==> src/rtl/pattern_gen.sv <==
// Video test-pattern generator.
// Takes raster coordinates and syncs from a timing generator and produces a
// registered RGB pixel, two cycles behind the input sample. Four patterns:
// colour bars, checkerboard, a bouncing box and solid white. The pattern and
// resolution are latched once per frame so that a frame is never torn.
module pattern_gen #(
    parameter int BOX_SIZE  = 64,
    parameter int BOX_SPEED = 2
) (
    input  logic        clk_pix,
    input  logic        rst_pix,
    input  logic [1:0]  RES,
    input  logic [1:0]  mode,
    input  logic [11:0] sx,
    input  logic [11:0] sy,
    input  logic        hsync,
    input  logic        vsync,
    input  logic        de,
    output logic [7:0]  r,
    output logic [7:0]  g,
    output logic [7:0]  b,
    output logic        hsync_o,
    output logic        vsync_o,
    output logic        de_o,
    output logic [15:0] frame_cnt
);

    localparam logic [1:0] MODE_BARS    = 2'd0;
    localparam logic [1:0] MODE_CHECKER = 2'd1;
    localparam logic [1:0] MODE_BOX     = 2'd2;
    localparam logic [1:0] MODE_WHITE   = 2'd3;

    localparam logic [23:0] RGB_BLACK = 24'h000000;
    localparam logic [23:0] RGB_WHITE = 24'hFFFFFF;
    localparam logic [23:0] RGB_RED   = 24'hFF0000;
    localparam logic [23:0] RGB_BKGND = 24'h000080;

    // Per-frame configuration and box state
    logic [1:0]  mode_q;
    logic [1:0]  res_q;
    logic [11:0] box_x;
    logic [11:0] box_y;
    logic        dir_x;
    logic        dir_y;

    // Pipeline stage 1
    logic [23:0] rgb_s1;
    logic        hs_s1;
    logic        vs_s1;
    logic        de_s1;

    // Combinational helpers
    logic        frame_start;
    logic [1:0]  mode_eff;
    logic [1:0]  res_eff;
    logic [12:0] width;
    logic [12:0] height;
    logic [12:0] bar_w;
    logic [2:0]  bar_idx;
    logic [23:0] bar_rgb;
    logic        in_box;
    logic [23:0] pix_rgb;
    logic signed [12:0] cand_x;
    logic signed [12:0] cand_y;
    logic signed [12:0] lim_x;
    logic signed [12:0] lim_y;
    logic [11:0] next_x;
    logic [11:0] next_y;
    logic        next_dir_x;
    logic        next_dir_y;

    // The frame-start pixel already uses the mode/resolution being latched on it.
    assign frame_start = (sx == 12'd0) && (sy == 12'd0);
    assign mode_eff    = frame_start ? mode : mode_q;
    assign res_eff     = frame_start ? RES  : res_q;

    // Active area size for the selected resolution
    always_comb begin
        // NOTE: every always_comb output gets a default first so no path can infer a latch.
        width  = 13'd640;
        height = 13'd480;
        case (res_eff)
            2'b01:   begin width = 13'd1280; height = 13'd720;  end
            2'b10:   begin width = 13'd1920; height = 13'd1080; end
            default: begin width = 13'd640;  height = 13'd480;  end
        endcase
    end

    assign bar_w = width >> 3;

    // Colour-bar index: first bar whose right edge lies beyond sx
    always_comb begin
        bar_idx = 3'd7;
        for (int k = 7; k >= 0; k--) begin
            if ({1'b0, sx} < bar_w * 13'(k + 1))
                bar_idx = 3'(k);
        end
    end

    // Bar index to colour: white, yellow, cyan, green, magenta, red, blue, black
    always_comb begin
        bar_rgb = RGB_BLACK;
        case (bar_idx)
            3'd0: bar_rgb = 24'hFFFFFF;
            3'd1: bar_rgb = 24'hFFFF00;
            3'd2: bar_rgb = 24'h00FFFF;
            3'd3: bar_rgb = 24'h00FF00;
            3'd4: bar_rgb = 24'hFF00FF;
            3'd5: bar_rgb = 24'hFF0000;
            3'd6: bar_rgb = 24'h0000FF;
            default: bar_rgb = 24'h000000;
        endcase
    end

    assign in_box = ({1'b0, sx} >= {1'b0, box_x}) &&
                    ({1'b0, sx} <  {1'b0, box_x} + 13'(BOX_SIZE)) &&
                    ({1'b0, sy} >= {1'b0, box_y}) &&
                    ({1'b0, sy} <  {1'b0, box_y} + 13'(BOX_SIZE));

    // Pattern select for the current sample
    always_comb begin
        pix_rgb = RGB_BLACK;
        case (mode_eff)
            MODE_BARS:    pix_rgb = bar_rgb;
            MODE_CHECKER: pix_rgb = (sx[5] ^ sy[5]) ? RGB_WHITE : RGB_BLACK;
            MODE_BOX:     pix_rgb = in_box ? RGB_RED : RGB_BKGND;
            MODE_WHITE:   pix_rgb = RGB_WHITE;
            default:      pix_rgb = RGB_BLACK;
        endcase
    end

    // Next box position: step, then clamp into [0, size-BOX_SIZE] and bounce
    always_comb begin
        lim_x  = width  - 13'(BOX_SIZE);
        lim_y  = height - 13'(BOX_SIZE);
        cand_x = dir_x ? ({1'b0, box_x} + 13'(BOX_SPEED)) : ({1'b0, box_x} - 13'(BOX_SPEED));
        cand_y = dir_y ? ({1'b0, box_y} + 13'(BOX_SPEED)) : ({1'b0, box_y} - 13'(BOX_SPEED));
        next_x = cand_x[11:0];
        next_y = cand_y[11:0];
        next_dir_x = dir_x;
        next_dir_y = dir_y;
        if (cand_x > lim_x) begin
            next_x     = lim_x[11:0];
            next_dir_x = 1'b0;
        end else if (cand_x < 13'sd0) begin
            next_x     = 12'd0;
            next_dir_x = 1'b1;
        end
        if (cand_y > lim_y) begin
            next_y     = lim_y[11:0];
            next_dir_y = 1'b0;
        end else if (cand_y < 13'sd0) begin
            next_y     = 12'd0;
            next_dir_y = 1'b1;
        end
    end

    // Per-frame state: latch config, count frames, move the box
    always_ff @(posedge clk_pix) begin
        // NOTE: sequential state uses non-blocking assignments so every register samples pre-edge values.
        if (rst_pix) begin
            mode_q    <= MODE_BARS;
            res_q     <= 2'b00;
            frame_cnt <= 16'd0;
            box_x     <= 12'd0;
            box_y     <= 12'd0;
            dir_x     <= 1'b1;
            dir_y     <= 1'b1;
        end else if (frame_start) begin
            mode_q    <= mode;
            res_q     <= RES;
            frame_cnt <= frame_cnt + 16'd1;
            if (mode == MODE_BOX) begin
                box_x <= next_x;
                box_y <= next_y;
                dir_x <= next_dir_x;
                dir_y <= next_dir_y;
            end
        end
    end

    // Two-stage output pipeline; colour is blanked outside active video
    always_ff @(posedge clk_pix) begin
        if (rst_pix) begin
            rgb_s1  <= RGB_BLACK;
            hs_s1   <= 1'b1;
            vs_s1   <= 1'b1;
            de_s1   <= 1'b0;
            r       <= 8'h00;
            g       <= 8'h00;
            b       <= 8'h00;
            hsync_o <= 1'b1;
            vsync_o <= 1'b1;
            de_o    <= 1'b0;
        end else begin
            rgb_s1  <= pix_rgb;
            hs_s1   <= hsync;
            vs_s1   <= vsync;
            de_s1   <= de;
            r       <= de_s1 ? rgb_s1[23:16] : 8'h00;
            g       <= de_s1 ? rgb_s1[15:8]  : 8'h00;
            b       <= de_s1 ? rgb_s1[7:0]   : 8'h00;
            hsync_o <= hs_s1;
            vsync_o <= vs_s1;
            de_o    <= de_s1;
        end
    end

endmodule

==> config.mk <==
export PLATFORM = sky130hd
export DESIGN_NAME = pattern_gen
export DESIGN_NICKNAME = d
export VERILOG_FILES = /design/src/rtl/pattern_gen.sv
export SDC_FILE = /design/constraint.sdc
export NUM_CORES = 1
export LEC_CHECK = 0
export ABC_CLOCK_PERIOD_IN_PS = 9100
export CAP_MARGIN = 20
export CORE_MARGIN = 2
export CORE_UTILIZATION = 50
export DETAILED_ROUTE_END_ITERATION = 8
export PLACE_DENSITY = 0.72
export SETUP_SLACK_MARGIN = 0.5
export SYNTH_ARGS = -nofsm -noshare
export SYNTH_HDL_FRONTEND = slang
export SYNTH_SLANG_ARGS = --single-unit
==> constraint.sdc <==
create_clock -name clk_pix -period 9.1 [get_ports clk_pix]
set_clock_uncertainty 0.15 [all_clocks]
set_input_delay 1.365 -clock clk_pix [delete_from_list [all_inputs] [get_ports clk_pix]]
set_output_delay 1.365 -clock clk_pix [all_outputs]
set_load 0.02 [all_outputs]
# After elaboration in Yosys (flattened, before gate mapping)

Index checks and enable logic that the tools add are counted.

Register bits after elaboration: 100
Bits of input ports: 33
Output and inout bits: 43

Add/subtract/negate cells: 9
$mul: 4
$lt $le $gt $ge: 15
Eq/ne operators: 12
Muxes and demuxes: 25
Bitwise logic cells: 2
Reduce and logical (&&, ||, !) cells: 14

Operators with widths:

| kind                                                         | number |
|---|---|
| case mux 24 bit (7 select lines)                             | 1 |
| case mux 24 bit (4 select lines)                             | 1 |
| less-than comparator 12 x 13 -> 1 bit                        | 5 |
| two-way mux 12 bit                                           | 4 |
| two-way mux 24 bit                                           | 2 |
| case mux 11 bit (2 select lines)                             | 2 |
| adder 12 x 2 -> 13 bit (second input constant)               | 2 |
| adder 12 x 7 -> 13 bit (second input constant)               | 2 |
| greater-than comparator 13 bit                               | 2 |
| less-than comparator 13 x 1 -> 1 bit (second input constant) | 2 |
| multiplier 10 x 3 -> 13 bit (second input constant)          | 2 |
| two-way mux 13 bit                                           | 2 |
| subtractor 12 x 2 -> 13 bit (second input constant)          | 2 |
| subtractor 13 x 7 -> 13 bit (second input constant)          | 2 |
| greater-or-equal comparator 12 bit                           | 2 |
| zero test 12 bit                                             | 2 |
| less-than comparator 12 bit                                  | 2 |
| multiplier 10 x 2 -> 12 bit (second input constant)          | 2 |
| two-way mux 3 bit                                            | 6 |
| adder 16 x 1 -> 16 bit (second input constant)               | 1 |
| less-than comparator 12 x 10 -> 1 bit                        | 1 |
| less-than comparator 12 x 11 -> 1 bit                        | 1 |
| equality test 3 bit (second input constant)                  | 3 |
| equality test 2 bit (second input constant)                  | 4 |
| 14 further kinds                                             | 26 |

# Longest topological paths before layout

Gate-level depths: netlist of run 1.

Depth in word-level cells: 17
Mapped depth: 19

# Worst setup path before layout of run 1

OpenSTA, ideal clock, no wires.

Path kind: input to register
Start: input port sx[11]
End: register box_x[10]
Data arrival time: 5.281 ns
Required time: 8.859 ns
Setup slack: 3.578 ns
Stages: 16
Buffers on the path: 2
Cell sequence: clkbuf_1 nor4_1 nand3_1 nor2_1 buf_2 mux2i_1 inv_1 ha_1 nand2_1 ha_1 nand4_1 or3_1 mux2i_1 mux2_2 or2_2 a311oi_1

Word-level cells in the longest chain between the ends: 8
Elaborated cells between the ends (all ways): 10

RTL lines:

| what                                                                | RTL line | RTL |
|---|---|---|
| start: declaration                                                  | 14       | `input logic [11:0] sx,` |
| zero test 12 bit (*)                                                | 73       | `assign frame_start = (sx == 12'd0) && (sy == 12'd0);` |
| logical AND 1 bit (*)                                               | 73       |  |
| two-way mux 2 bit (*)                                               | -        |  |
| via res_eff[1]                                                      | 55       | `logic [1:0] res_eff;` |
| equality test 2 bit or equality test 2 x 1 -> 1 bit (tied branches) | 82       | `case (res_eff)` |
| case mux 11 bit (2 select lines) (*)                                | 82       |  |
| subtractor 13 x 7 -> 13 bit (*)                                     | 134      | `lim_x = width - 13'(BOX_SIZE);` |
| greater-than comparator 13 bit                                      | 142      | `if (cand_x > lim_x) begin` |
| two-way mux 12 bit (*)                                              | 142      |  |
| end signal: assignment                                              | 174      | `box_x <= next_x;` |
| end: declaration                                                    | 41       | `logic [11:0] box_x;` |

Mark *: on every way through the listed nets, which the timed path passes. The rest lies on a longest branch.
A chain may end at the register's enable or synchronous reset.

# Worst setup path after layout of run 1

Start: input port sx[8]
End: register box_x[10]

The elaborated chain is that of the path after synthesis.

==> run metrics, run 1 <==
post-layout util 59.7%; Starting Density 50.7%; Inserted Clock Buffers 9; WP buf/inv 2; flops & latches, synth 58; Worst EP arrival 6.99 ns; # DRC 0; Power per Cell Area 98.6 nW/um2; Max Clock Freq 0.145 GHz; Cells after Synth 670; CP peak stage delay 0.76 ns; Routed Antenna Nets 0; first-pass GRT wire length 22200 um; pre-CTS setup slack 2.08 ns; Area Overhead vs Synth 17.9%; Setup WS post-layout 2.21 ns; Crit Path Category in2reg; synth cell count leaders ha_1, dfxtp_1, nor2_1; hold path cells 1; Avg Synthesized Cell Area 8.12 um2; Final Power 633 uW; die width 108 um; Synth top area share 23.4%; reg2reg start dir_x; number of synthesized flops with an enable pin 0; root buffer cell clkbuf_8; Sequential Area 1160 um2; # rows 38; Critical Path Slowest Stage Cell nor2_1; Synth area leader ha_1; relative slew slack 33.1%; post_cts resized 0; predominant post-synthesis flop cell dfxtp_1; Slew @ Worst Pin 0.996 ns; placed cell count 853; # hold bufs at CTS 0; DIE AREA 11700 um2; NumNets Final 861; Leak 2.61 nW; Area after DPL 6170 um2; DRT Pass-1 Iters 6; Routed WL 13900 um; Synth async-reset ratio 0%; maximum vdd drop 0.0000741 V; Tcrit/Tclk final 75.7%; Die Height 108 um; status completed; dpl hpwl 10800 um; Reg2Reg Depth 16; All-Layer GR Usage 23.7%; most common cell in the synthesized netlist ha_1; worst hold slack 0.259 ns; routability cong. 0.948; routed vias 5005; crit-path leading delay family simple AND/OR/NAND/NOR gates; core area 10700 um2; diode count 0; sequential area share after synthesis 21.3%; largest net degree at the start of global routing 55; Hold Crit Class reg2reg; fin crit period 6.89 ns; critical path launch point type primary input; worst skew pair latency 0.34 ns; GRT overflow 0; share of cells above drive strength 1 5.08%; area of the multi-input gates 3880 um2; Clock Path Buffers 2; Crit. End Element register; max cap viols 0; Setup Total Neg Slack 0 ns; number of synthesis warnings 0; vias in the first global route 4626; Fill cells 969; critical path cell sequence clkdlybuf4s50_1, nor4_1, nand3_1, nor2_1, mux2i_1, inv_1, ha_1, nand2_1, ha_1, nand4_1, or3_1, mux2i_1, mux2_2, or2_2, a311oi_1; CTS tree done; RSZ-0062 raised after global routing no; CP Max Fanout 17; drt initial violations 371; clock-pin slew on the worst setup and hold paths 0.07 ns; Via density 5.76; Slew Limit Fails 0; HP Start vs_s1; Synth cell types 68; H-tree Lvls 3; postcts setup bufs 0; number of I/O port buffers 75; cell area after layout 6420 um2; Hold Vio Cnt, Final 0; FF-to-FF setup slack 3.77 ns; Finished Layout Cells 869; Synth Cell Area 5440 um2; initial antenna violation count 0; wire per inst 16.0 um; clock sinks 58; Min-Delay Endpoint vsync_o; Crit path required time 9.20 ns; synth top area cells ha_1, dfxtp_1, a21oi_1; Crit Reg-Reg Endpoint box_x[10]; I/O pin count 76; endpoints failing setup 0
worst reg2reg max path, stage by stage, from the launching register on:
cell and delay, ns:
dfxtp_1 0.34, inv_1 0.29, ha_1 0.31, a21o_1 0.17, a21oi_1 0.27, o21ai_0 0.19, a211oi_1 0.36, a21oi_1 0.14
xnor2_1 0.80, inv_1 0.11, ha_1 0.35, nand4_1 0.17, or3_1 0.40, mux2i_1 0.15, mux2_2 0.47, or2_2 0.31
a311oi_1 0.25
how the worst max path moves through the flow:
stage | start | endpoint | slack, ns | cells after the start
4_1_cts | sx[8] | box_x[10] | 2.33 | 15
3_5_place_dp | sx[8] | box_x[10] | 2.08 | 15
6_report | sx[8] | box_x[10] | 2.21 | 15
3_3_place_gp | sx[11] | box_x[10] | 2.30 | 15
5_1_grt | sx[8] | box_x[10] | 1.87 | 15
2_1_floorplan | sx[11] | box_x[10] | 3.58 | 16
registers in the layout, summed over array words and instances (netlist names), 2 cells and up:
name and cells:
frame_cnt 16, box_x 11, box_y 11, rgb_s1 4, b 2, mode_q 2, res_q 2
cells by family after synthesis:
| kind of cell | synth area share, % |
|---|---|
| DFF | 21.3 |
| AOI/OAI and AO/OA | 18.9 |
| other | 0.0689 |
| buffers and inverters | 7.40 |
| adders and majority gates | 24.4 |
| muxes | 1.93 |
| and+or+nand+nor | 20.5 |
| xor gates and xnor gates | 5.45 |
power by group:
group / internal, mW / switching, mW / leakage [nW]
sequential: 0.256 / 0.000855 / 0.469
clock: 0.184 / 0.118 / 0.124
combinational: 0.0359 / 0.0371 / 2.02
cells in the final DEF (no fill, tap or decap), types with 7 or more instances in the layout:
| cell | count |
|---|---|
| ha_1 | 102 |
| clkdlybuf4s50_1 | 74 |
| dfxtp_1 | 58 |
| nor2_1 | 52 |
| inv_1 | 49 |
| nand2_1 | 43 |
| a21oi_1 | 42 |
| o21ai_0 | 37 |
| o21a_1 | 20 |
| xnor2_1 | 18 |
| nand3_1 | 18 |
| nor3_1 | 15 |
| and3_1 | 14 |
| xor2_1 | 14 |
| nor2b_1 | 12 |
| nand4_1 | 12 |
| or3_1 | 11 |
| nor4_1 | 9 |
| clkbuf_8 | 9 |
| nand2b_1 | 8 |
| a21o_1 | 7 |
| a311oi_1 | 7 |
final cells by class:
type / count / area share (%)
well taps: 140 / 2.73
flip-flops and latches: 58 / 18.1
multi-input cells: 528 / 60.5
inverters: 50 / 2.93
clock inverters: 7 / 1.95
repair buffers: 77 / 11.9
clock buffers: 9 / 1.93
per-layer routing:
layer	GRT usage [%]	share of wire, %
met2	41.1	47
met1	31.2	46
met3	3.32	5.1
met5	0	0
met4	5.49	1.4
No activity file was read; power rests on OpenSTA's default activity.
==> inputs of run 2 (changes only) <==
ABC_CLOCK_PERIOD_IN_PS = 6800   (was 9100)
clock period = 6.8 ns   (was 9.1 ns; I/O delays follow)
==> run metrics, run 2 (synthesis results as in run 1) <==
routability cong. 0.900 (was 0.948); critical path launch point type primary input (unchanged); Routed WL 14200 um (was 13900 um); Critical Path Slowest Stage Cell clkdlybuf4s50_1 (was nor2_1); Power per Cell Area 131 nW/um2 (was 98.6 nW/um2); fin crit period 5.64 ns; worst skew pair latency 0.34 ns (about the same); critical path cell sequence clkdlybuf4s50_1, nor4_1, nand3_1, nor2_1, buf_4, mux2i_1, inv_1, ha_1, buf_4, nand2_1, ha_1, nand4_1, or3_1, mux2i_1, mux2_2, or2_2, a311oi_1 (was clkdlybuf4s50_1, nor4_1, nand3_1, nor2_1, mux2i_1, inv_1, ha_1, nand2_1, ha_1, nand4_1, or3_1, mux2i_1, mux2_2, or2_2, a311oi_1); Setup Total Neg Slack 0 ns (unchanged); core area 10700 um2 (unchanged); endpoints failing setup 0 (unchanged); H-tree Lvls 3 (unchanged); largest register by flop count frame_cnt (unchanged); I/O pin count 76 (unchanged); Leak 2.62 nW (was 2.61 nW); # rows 38 (unchanged); max cap viols 0 (unchanged); Tcrit/Tclk final 82.9%; number of I/O port buffers 75 (unchanged); Crit path required time 6.91 ns (was 9.20 ns); max FFs per register 16 (unchanged); # DRC 0 (unchanged); GRT overflow 0 (unchanged); clock power share 47.6% (was 47.8%); postcts setup bufs 0 (unchanged); vias in the first global route 4819 (was 4626); switching pwr 207 uW (was 156 uW); Hold Crit Class reg2reg (unchanged); Die Height 108 um (unchanged); CP Max Fanout 17 (unchanged); # hold bufs at CTS 0 (unchanged); Area Overhead vs Synth 18.2% (was 17.9%); Flop pwr share 40.8% (was 40.7%); area of the multi-input gates 3880 um2 (unchanged); Gate power share 11.6% (was 11.5%); routed vias 5068 (was 5005); diode count 0 (unchanged); Routed Antenna Nets 0 (unchanged); dpl hpwl 11200 um (was 10800 um); Sequential Area 1160 um2 (unchanged); NumNets Final 863 (was 861); Pint 638 uW (was 477 uW); Slew @ Worst Pin 0.994 ns (was 0.996 ns); wire per inst 16.3 um (was 16.0 um); die width 108 um (unchanged); Finished Layout Cells 871 (was 869); Final Power 845 uW (was 633 uW); Crit. End Element register (unchanged); relative slew slack 33.2% (was 33.1%); Slew Limit Fails 0 (unchanged); initial antenna violation count 0 (unchanged); WP buf/inv 4 (was 2); Worst EP arrival 5.74 ns (was 6.99 ns); CTS tree done (unchanged); commonest non-fill, non-tap cell in the layout ha_1 (unchanged); crit-path leading delay family simple AND/OR/NAND/NOR gates (unchanged); CP peak stage delay 0.64 ns (was 0.76 ns); Starting Density 50.7% (unchanged); All-Layer GR Usage 24.8% (was 23.7%); placed cell count 855 (was 853); Crit Path Category in2reg (unchanged); sw frac 24.5% (was 24.7%); root buffer cell clkbuf_8 (unchanged); Hold Vio Cnt, Final 0 (unchanged); RSZ-0062 raised after global routing no (unchanged); Clock Path Buffers 2 (unchanged); post_cts resized 0 (unchanged); clock-pin slew on the worst setup and hold paths 0.08 ns (was 0.07 ns); most frequent cells in the layout ha_1, clkdlybuf4s50_1, dfxtp_1 (unchanged); largest net degree at the start of global routing 55 (unchanged); clock sinks 58 (unchanged); Via density 5.82 (was 5.76); DIE AREA 11700 um2 (unchanged); Inserted Clock Buffers 9 (unchanged); top flop regs frame_cnt (16), box_x (11), box_y (11) (unchanged); Max Clock Freq 0.177 GHz; DRT Pass-1 Iters 5 (was 6); share of cells above drive strength 1 5.34% (was 5.08%); first-pass GRT wire length 23100 um (was 22200 um); status completed (unchanged); Fill cells 983 (was 969); drt initial violations 430 (was 371); maximum vdd drop 0.000107 V (was 0.0000741 V)
## run 2: worst paths after layout
check | endpoint | startpoint | cells past startpoint | slack, ns
hold reg to reg | vsync_o | vs_s1 | 1 | 0.25
setup reg to reg | box_x[10] | dir_x | 16 | 1.54
hold / removal | vsync_o | vs_s1 | 1 | 0.25
setup / recovery | box_x[10] | sx[8] | 17 | 1.16
## run 2: worst reg2reg max path, delay by kind of cell (launching register included)
| family | cells | cell delay [ns] |
|---|---|---|
| and+or+nand+nor | 3 | 0.83 |
| xor gates and xnor gates | 1 | 0.80 |
| DFF | 1 | 0.34 |
| muxes | 2 | 0.64 |
| buffers and inverters | 2 | 0.41 |
| AOI/OAI and AO/OA | 6 | 1.36 |
| adders and majority gates | 2 | 0.67 |
## run 2: per-layer routing
metal / GRT usage (%) / vias up / routed length (um)
met1: 32.8 / 2398 / 6450
met2: 42.1 / 141 / 6870
met4: 7.14 / 0 / 191
met5: 0 / - / 0
met3: 3.44 / 15 / 719
li1: - / 2514 / -
## run 2: area by class of cell
type,count,share of cell area (%)
clock buffers,9,1.93
clock inverters,7,1.95
inverters,50,2.92
multi-input cells,528,60.4
flip-flops and latches,58,18.1
well taps,140,2.72
repair buffers,79,12.1
## run 2: stage by stage
step | hold slack, ns | cell area (um2) | setup slack, ns | utilization (%)
after global placement | 0.241 | 6180 | 1.04 | 57.5
after floorplan | 0.239 | 5450 | 1.62 | -
after global routing | 0.263 | 6430 | 0.797 | 59.9
after CTS | 0.256 | 6430 | 1.22 | 59.9
after detailed placement | 0.243 | 6180 | 0.868 | 57.5
final | 0.249 | 6430 | 1.16 | 59.9
## run 2: power by group through the flow
stage	logic [mW]	registers, mW	clock network, mW
2_1_floorplan	0.0524	0.353	0
3_3_place_gp	0.0939	0.352	0
6_report	0.0979	0.344	0.402
4_1_cts	0.0978	0.344	0.409
5_1_grt	0.109	0.345	0.426
3_5_place_dp	0.0972	0.352	0
